===== src/rtl/virtual_button_decoder.sv =====
// rtl/virtual_button_decoder.sv - debounced press decoder to change/enter/cancel pulses; auto-repeat under VBD_AUTOREPEAT_EN
module virtual_button_decoder #(
    parameter int DEBOUNCE_CYCLES = 16,
    parameter int REPEAT_DELAY    = 64,
    parameter int REPEAT_PERIOD   = 16
) (
    input  logic       clk,
    input  logic       rst_n,
    input  logic [4:0] number,
    input  logic       control,
    output logic       button0,
    output logic       button1,
    output logic       button2,
    output logic       invalid,
    output logic [4:0] value
);

    localparam int MAX_A   = (DEBOUNCE_CYCLES > REPEAT_DELAY) ? DEBOUNCE_CYCLES : REPEAT_DELAY;
    localparam int CNT_MAX = (MAX_A > REPEAT_PERIOD) ? MAX_A : REPEAT_PERIOD;
    localparam int CNT_W   = $clog2(CNT_MAX + 1);

    localparam logic [CNT_W-1:0] DEB_LAST = CNT_W'(DEBOUNCE_CYCLES - 1);
`ifdef VBD_AUTOREPEAT_EN
    localparam logic [CNT_W-1:0] RD_LAST  = CNT_W'(REPEAT_DELAY - 1);
    localparam logic [CNT_W-1:0] RP_LAST  = CNT_W'(REPEAT_PERIOD - 1);
`endif

    typedef enum logic [1:0] {
        IDLE    = 2'd0,
        PRESS   = 2'd1,
        HELD    = 2'd2,
        RELEASE = 2'd3
    } state_t;

    state_t           state_q, state_d;
    logic [CNT_W-1:0] cnt_q, cnt_d, cnt_inc;
    logic             ctl_meta_q, ctl_meta_d;
    logic             ctl_s_q, ctl_s_d;
    logic [4:0]       num_meta_q, num_meta_d;
    logic [4:0]       num_s_q, num_s_d;
    logic [4:0]       value_q, value_d;
    logic             button0_q, button0_d;
    logic             button1_q, button1_d;
    logic             button2_q, button2_d;
    logic             invalid_q, invalid_d;
`ifdef VBD_AUTOREPEAT_EN
    // Set once the first repeat has fired, so later ones use the shorter period.
    logic             rep_q, rep_d;
`endif

    always_comb begin
        ctl_meta_d = control;
        ctl_s_d    = ctl_meta_q;
        num_meta_d = number;
        num_s_d    = num_meta_q;
    end

    always_comb begin
        state_d   = state_q;
        cnt_d     = cnt_q;
        value_d   = value_q;
        button0_d = 1'b0;
        button1_d = 1'b1 & 1'b0;
        button2_d = 1'b0;
        invalid_d = 1'b0;
        cnt_inc   = (&cnt_q) ? cnt_q : cnt_q + 1'b1;
`ifdef VBD_AUTOREPEAT_EN
        rep_d     = rep_q;
`endif

        case (state_q)
            IDLE: begin
                if (ctl_s_q) begin
                    state_d = PRESS;
                    cnt_d   = '0;
                end
            end
            PRESS: begin
                if (!ctl_s_q) begin
                    state_d = IDLE;
                end else if (cnt_q == DEB_LAST) begin
                    state_d = HELD;
                    cnt_d   = '0;
                    value_d = num_s_q;
`ifdef VBD_AUTOREPEAT_EN
                    rep_d   = 1'b0;
`endif
                    case (num_s_q)
                        5'd0:    button0_d = 1'b1;
                        5'd1:    button1_d = 1'b1;
                        5'd2:    button2_d = 1'b1;
                        default: invalid_d = 1'b1;
                    endcase
                end else begin
                    cnt_d = cnt_inc;
                end
            end
            HELD: begin
                if (!ctl_s_q) begin
                    state_d = RELEASE;
                    cnt_d   = '0;
                end
`ifdef VBD_AUTOREPEAT_EN
                else if (value_q == 5'd0) begin
                    if ((!rep_q && cnt_q == RD_LAST) || (rep_q && cnt_q == RP_LAST)) begin
                        button0_d = 1'b1;
                        cnt_d     = '0;
                        rep_d     = 1'b1;
                    end else begin
                        cnt_d = cnt_inc;
                    end
                end
`endif
            end
            RELEASE: begin
                if (ctl_s_q) begin
                    state_d = HELD;
                    cnt_d   = '0;
                end else if (cnt_q == DEB_LAST) begin
                    state_d = IDLE;
                end else begin
                    cnt_d = cnt_inc;
                end
            end
            default: begin
                state_d = IDLE;
                cnt_d   = '0;
            end
        endcase
    end

    always_ff @(posedge clk or negedge rst_n) begin
        if (!rst_n) begin
            state_q    <= IDLE;
            cnt_q      <= '0;
            ctl_meta_q <= 1'b0;
            ctl_s_q    <= 1'b0;
            num_meta_q <= '0;
            num_s_q    <= '0;
            value_q    <= '0;
            button0_q  <= 1'b0;
            button1_q  <= 1'b0;
            button2_q  <= 1'b0;
            invalid_q  <= 1'b0;
`ifdef VBD_AUTOREPEAT_EN
            rep_q      <= 1'b0;
`endif
        end else begin
            state_q    <= state_d;
            cnt_q      <= cnt_d;
            ctl_meta_q <= ctl_meta_d;
            ctl_s_q    <= ctl_s_d;
            num_meta_q <= num_meta_d;
            num_s_q    <= num_s_d;
            value_q    <= value_d;
            button0_q  <= button0_d;
            button1_q  <= button1_d;
            button2_q  <= button2_d;
            invalid_q  <= invalid_d;
`ifdef VBD_AUTOREPEAT_EN
            rep_q      <= rep_d;
`endif
        end
    end

    assign button0 = button0_q;
    assign button1 = button1_q;
    assign button2 = button2_q;
    assign invalid = invalid_q;
    assign value   = value_q;

endmodule


===== config.mk =====
export PLATFORM = sky130hd
export DESIGN_NAME = virtual_button_decoder
export DESIGN_NICKNAME = d
export VERILOG_FILES = /design/src/rtl/virtual_button_decoder.sv
export SDC_FILE = /design/constraint.sdc
export NUM_CORES = 1
export LEC_CHECK = 0
export ABC_AREA = 1
export CAP_MARGIN = 30
export CORE_MARGIN = 8
export CORE_UTILIZATION = 56
export CTS_CLUSTER_DIAMETER = 80
export CTS_CLUSTER_SIZE = 8
export DETAILED_ROUTE_END_ITERATION = 12
export GPL_ROUTABILITY_DRIVEN = 1
export PLACE_DENSITY_LB_ADDON = 0.1
export SYNTH_ARGS = -nofsm -noshare
export SYNTH_HDL_FRONTEND = slang
export SYNTH_SLANG_ARGS = --single-unit

===== constraint.sdc =====
create_clock -name clk -period 2.4 [get_ports clk]
set_input_delay 0.72 -clock clk [delete_from_list [all_inputs] [get_ports clk]]
set_output_delay 0.72 -clock clk [all_outputs]
set_load 0.02 [all_outputs]

==> summary.md <==
| Metric | Value |
|---|---|
| ANT cells | 0 |
| Ports | 17 |
| Yosys warnings | 0 |
| DR vias | 986 |
| Most frequent cells in the layout | nand2_1 (38), dfrtp_1 (30), clkdlybuf4s50_1 (16) |
| Worst-case clock skew | 0.0111 ns |
| Fillers | 179 |
| Seq pwr share | 47.6% |
| Synth Area in XOR/XNOR | 1.39% |
| Clock root buffer | clkbuf_4 |
| Slowest-stage cell, CP | clkdlybuf4s50_1 |
| Initial antenna violation count | 0 |
| Area after DPL | 0.00146 mm^2 |
| Inserted Clock Buffers | 5 |
| Placer Congestion | 0.864 |
| Die width | 63.4 um |
| Total net switching power | 0.000220 W |
| Syn-to-layout area delta | 24.9% |
| Tcrit/Tclk final | 83.7% |
| Post-Synth Simple-Gate Area | 26.9% |
| Buf+Inv Stages, Crit Path | 1 |
| CP Max Fanout | 2 |
| First-pass GRT wire length | 4150 um |
| Area of the multi-input gates | 445 um^2 |
| Mapped Cells | 133 |
| Core area | 0.00217 mm^2 |
| WL/cell | 12.0 um |
| Fin nets | 166 |
| Routed WL | 2240 um |
| Final ANT Viol Nets | 0 |
| Max stage delay on crit path | 0.61 ns |
| Layout cells sized above 1 | 11.4% |
| CP required | 1.68 ns |
| Sequential-to-total area share from yosys stat | 59.6% |
| Largest net degree at the start of global routing | 31 |
| H-tree Lvls | 2 |
| Worst-margin pin slew | 0.391 ns |
| Peak supply drop | 674 uV |
| Post-layout instance area | 0.00157 mm^2 |
| RSZ-0062 raised after global routing | no |
| Tmin final | 2.01 ns |
| Starting Density | 58.1% |
| Netlist cell types | 20 |
| Critical path depth | 1 |
| Largest family of logic cells by synthesized area | simple AND/OR/NAND/NOR gates |
| Worst slew margin | 73.7% |
| WP data arrival | 1.29 ns |
| Compound-Gate Fraction of Synth Area | 6.06% |
| Vias per std cell | 5.30 |
| TritonCTS clock tree | yes |
| Grt ovf | 0 |
| Adder-Cell Fraction of Synth Area | 0.993% |
| Pwr Density | 713 mW/mm^2 |
| Reg2reg end | cnt_q[0] |
| Flop-to-flop setup slack | 0.68 ns |
| Area of the mapped netlist | 0.00126 mm^2 |
| Final Hold Fails | 0 |
| # DRC | 0 |
| Post-cts sizing count | 0 |
| Max-cap violations | 0 |
| Seq. cell area | 751 um^2 |
| Leak pwr | 0.754 nW |
| Mux share of post-synthesis cell area | 0% |
| Clock Path Buffers | 2 |
| Number of global-route vias before repair | 1007 |
| Crit path max-delay family | buffers and inverters |
| Crit Path Category | reg2out |
| Setup crit start | value[4] |
| Post-CTS Setup Bufs | 0 |
| IO buf count | 16 |
| Flops & latches, synth | 30 |
| P_int | 0.000901 W |
| Commonest non-fill, non-tap cell in the layout | nand2_1 |
| DRT iter0 DRCs | 45 |
| Cell Rows | 17 |
| Met1 wire length | 974 um |
| Worst path cell trace | clkdlybuf4s50_1 |
| Hold crit path type | reg2reg |
| Max Clk Rate | 498 MHz |
| DP HPWL | 1720 um |
| Top FF cell, synth | dfrtp_1 |
| Gate power share | 6.0% |
| Reg2reg start | cnt_q[0] |
| Met3 wire len | 179 um |
| Status | finished clean |
| Avg Cell Area, Syn | 9.47 um^2 |
| Clock network power share | 46.4% |
| Clock-pin slew of the registers on the worst-case setup and hold paths | 0.09 ns |
| Cells on worst reg2reg path | 8 |
| Syn Nets | 142 |
| Setup crit end | value[4] |
| Startpoint types | flop |
| Final setup fails | 0 |
| First-pass DRT Iterations | 4 |
| Die Ht | 63.4 um |
| Overall Global Routing Usage | 13.2% |
| Post-synth EDFFs | 0 |
| Skew-Pair Late Insertion Delay | 0.32 ns |
| Clock sinks | 30 |
| Number of hold buffers added after cts | 0 |
| Met2 WL | 1030 um |
| Setup TNS | 0 ns |
| Switching share of total power | 19.6% |
| Max Slew Vio Count | 0 |
| Total die area | 0.00402 mm^2 |
| Crit. End Element | output pin |
| DR top layer | met4 |
| FFs w/ async S/R, synth | 100% |
==> state kept, by name, indices dropped and copies added, names as in the netlist, named ones only <==
name	cells
button0	1
cnt_q	7
button1	1
num_s_q	5
ctl_meta_q	1
ctl_s_q	1
state_q	1
button2	1
invalid	1
value	5
num_meta_q	5
==> routing by layer <==
metal  vias up  GRT usage (%)
met4         0           8.08
met1       468           15.6
met3         7           5.83
met5         -              0
li1        483              -
met2        28           19.1
==> worst min path at each step <==
| stage | startpoint | to | slack, ns | cells after the start |
|---|---|---|---|---|
| after global placement | num_meta_q[2] | num_s_q[2] | 0.33 | 0 |
| after detailed placement | num_meta_q[3] | num_s_q[3] | 0.34 | 0 |
| after floorplan | ctl_meta_q | ctl_s_q | 0.33 | 0 |
| final | num_meta_q[4] | num_s_q[4] | 0.36 | 0 |
| after global routing | num_meta_q[2] | num_s_q[2] | 0.37 | 0 |
| after CTS | num_meta_q[4] | num_s_q[4] | 0.36 | 0 |
==> power groups by stage <==
| stage | Sequential, W | Combinational [W] | Clock, W |
|---|---|---|---|
| final | 0.000534 | 0.0000668 | 0.000521 |
| after global routing | 0.000537 | 0.0000774 | 0.000558 |
| after CTS | 0.000534 | 0.0000680 | 0.000536 |
| after detailed placement | 0.000544 | 0.0000676 | 0 |
| after global placement | 0.000543 | 0.0000653 | 0 |
| after floorplan | 0.000541 | 0.0000376 | 0 |
==> cell families (layout without fill, tap and decap cells) <==
kind of cell | count (synthesis) | after routing
XOR/XNOR | 2 | 2
AO/OA/AOI/OAI | 11 | 11
AND/OR/NAND/NOR | 72 | 72
flip-flops | 30 | 30
buffers and inverters | 17 | 42
adder cells (fa/ha/maj) | 1 | 1
==> synthesized netlist by cell type, types with 2 or more instances <==
cell type  count  area (um^2)
nand4_1        5         31.3
nor2_1         9         33.8
o21ai_1        2         10.0
nor3_1         3         15.0
dfrtp_1       30          751
nand2_1       38          143
inv_1         15         56.3
xor2_1         2         17.5
o21ai_2        2         17.5
o21ai_0        4         20.0
nand3_1       13         65.1
inv_2          2         7.51
==> final cells by class <==
cell class                      instances  area share, %
Inverter                               17           4.05
Clock buffer                            6           3.26
Clock inverter                          2           3.82
Multi-Input combinational cell         86           28.3
Tap cell                               28           2.23
Timing Repair Buffer                   17           10.7
Sequential cell                        30           47.7
==> per-stage QoR <==
stage	cells	setup WS, ns	hold slack [ns]	power [W]	util (%)
2_1_floorplan	133	0.934	0.331	0.000579	-
3_5_place_dp	178	0.680	0.336	0.000612	67.4
4_1_cts	186	0.352	0.362	0.00114	72.5
5_1_grt	186	0.322	0.366	0.00117	72.5
6_report	186	0.390	0.356	0.00112	72.5
3_3_place_gp	178	0.741	0.333	0.000608	67.4
No activity file was read; power rests on OpenSTA's default activity.
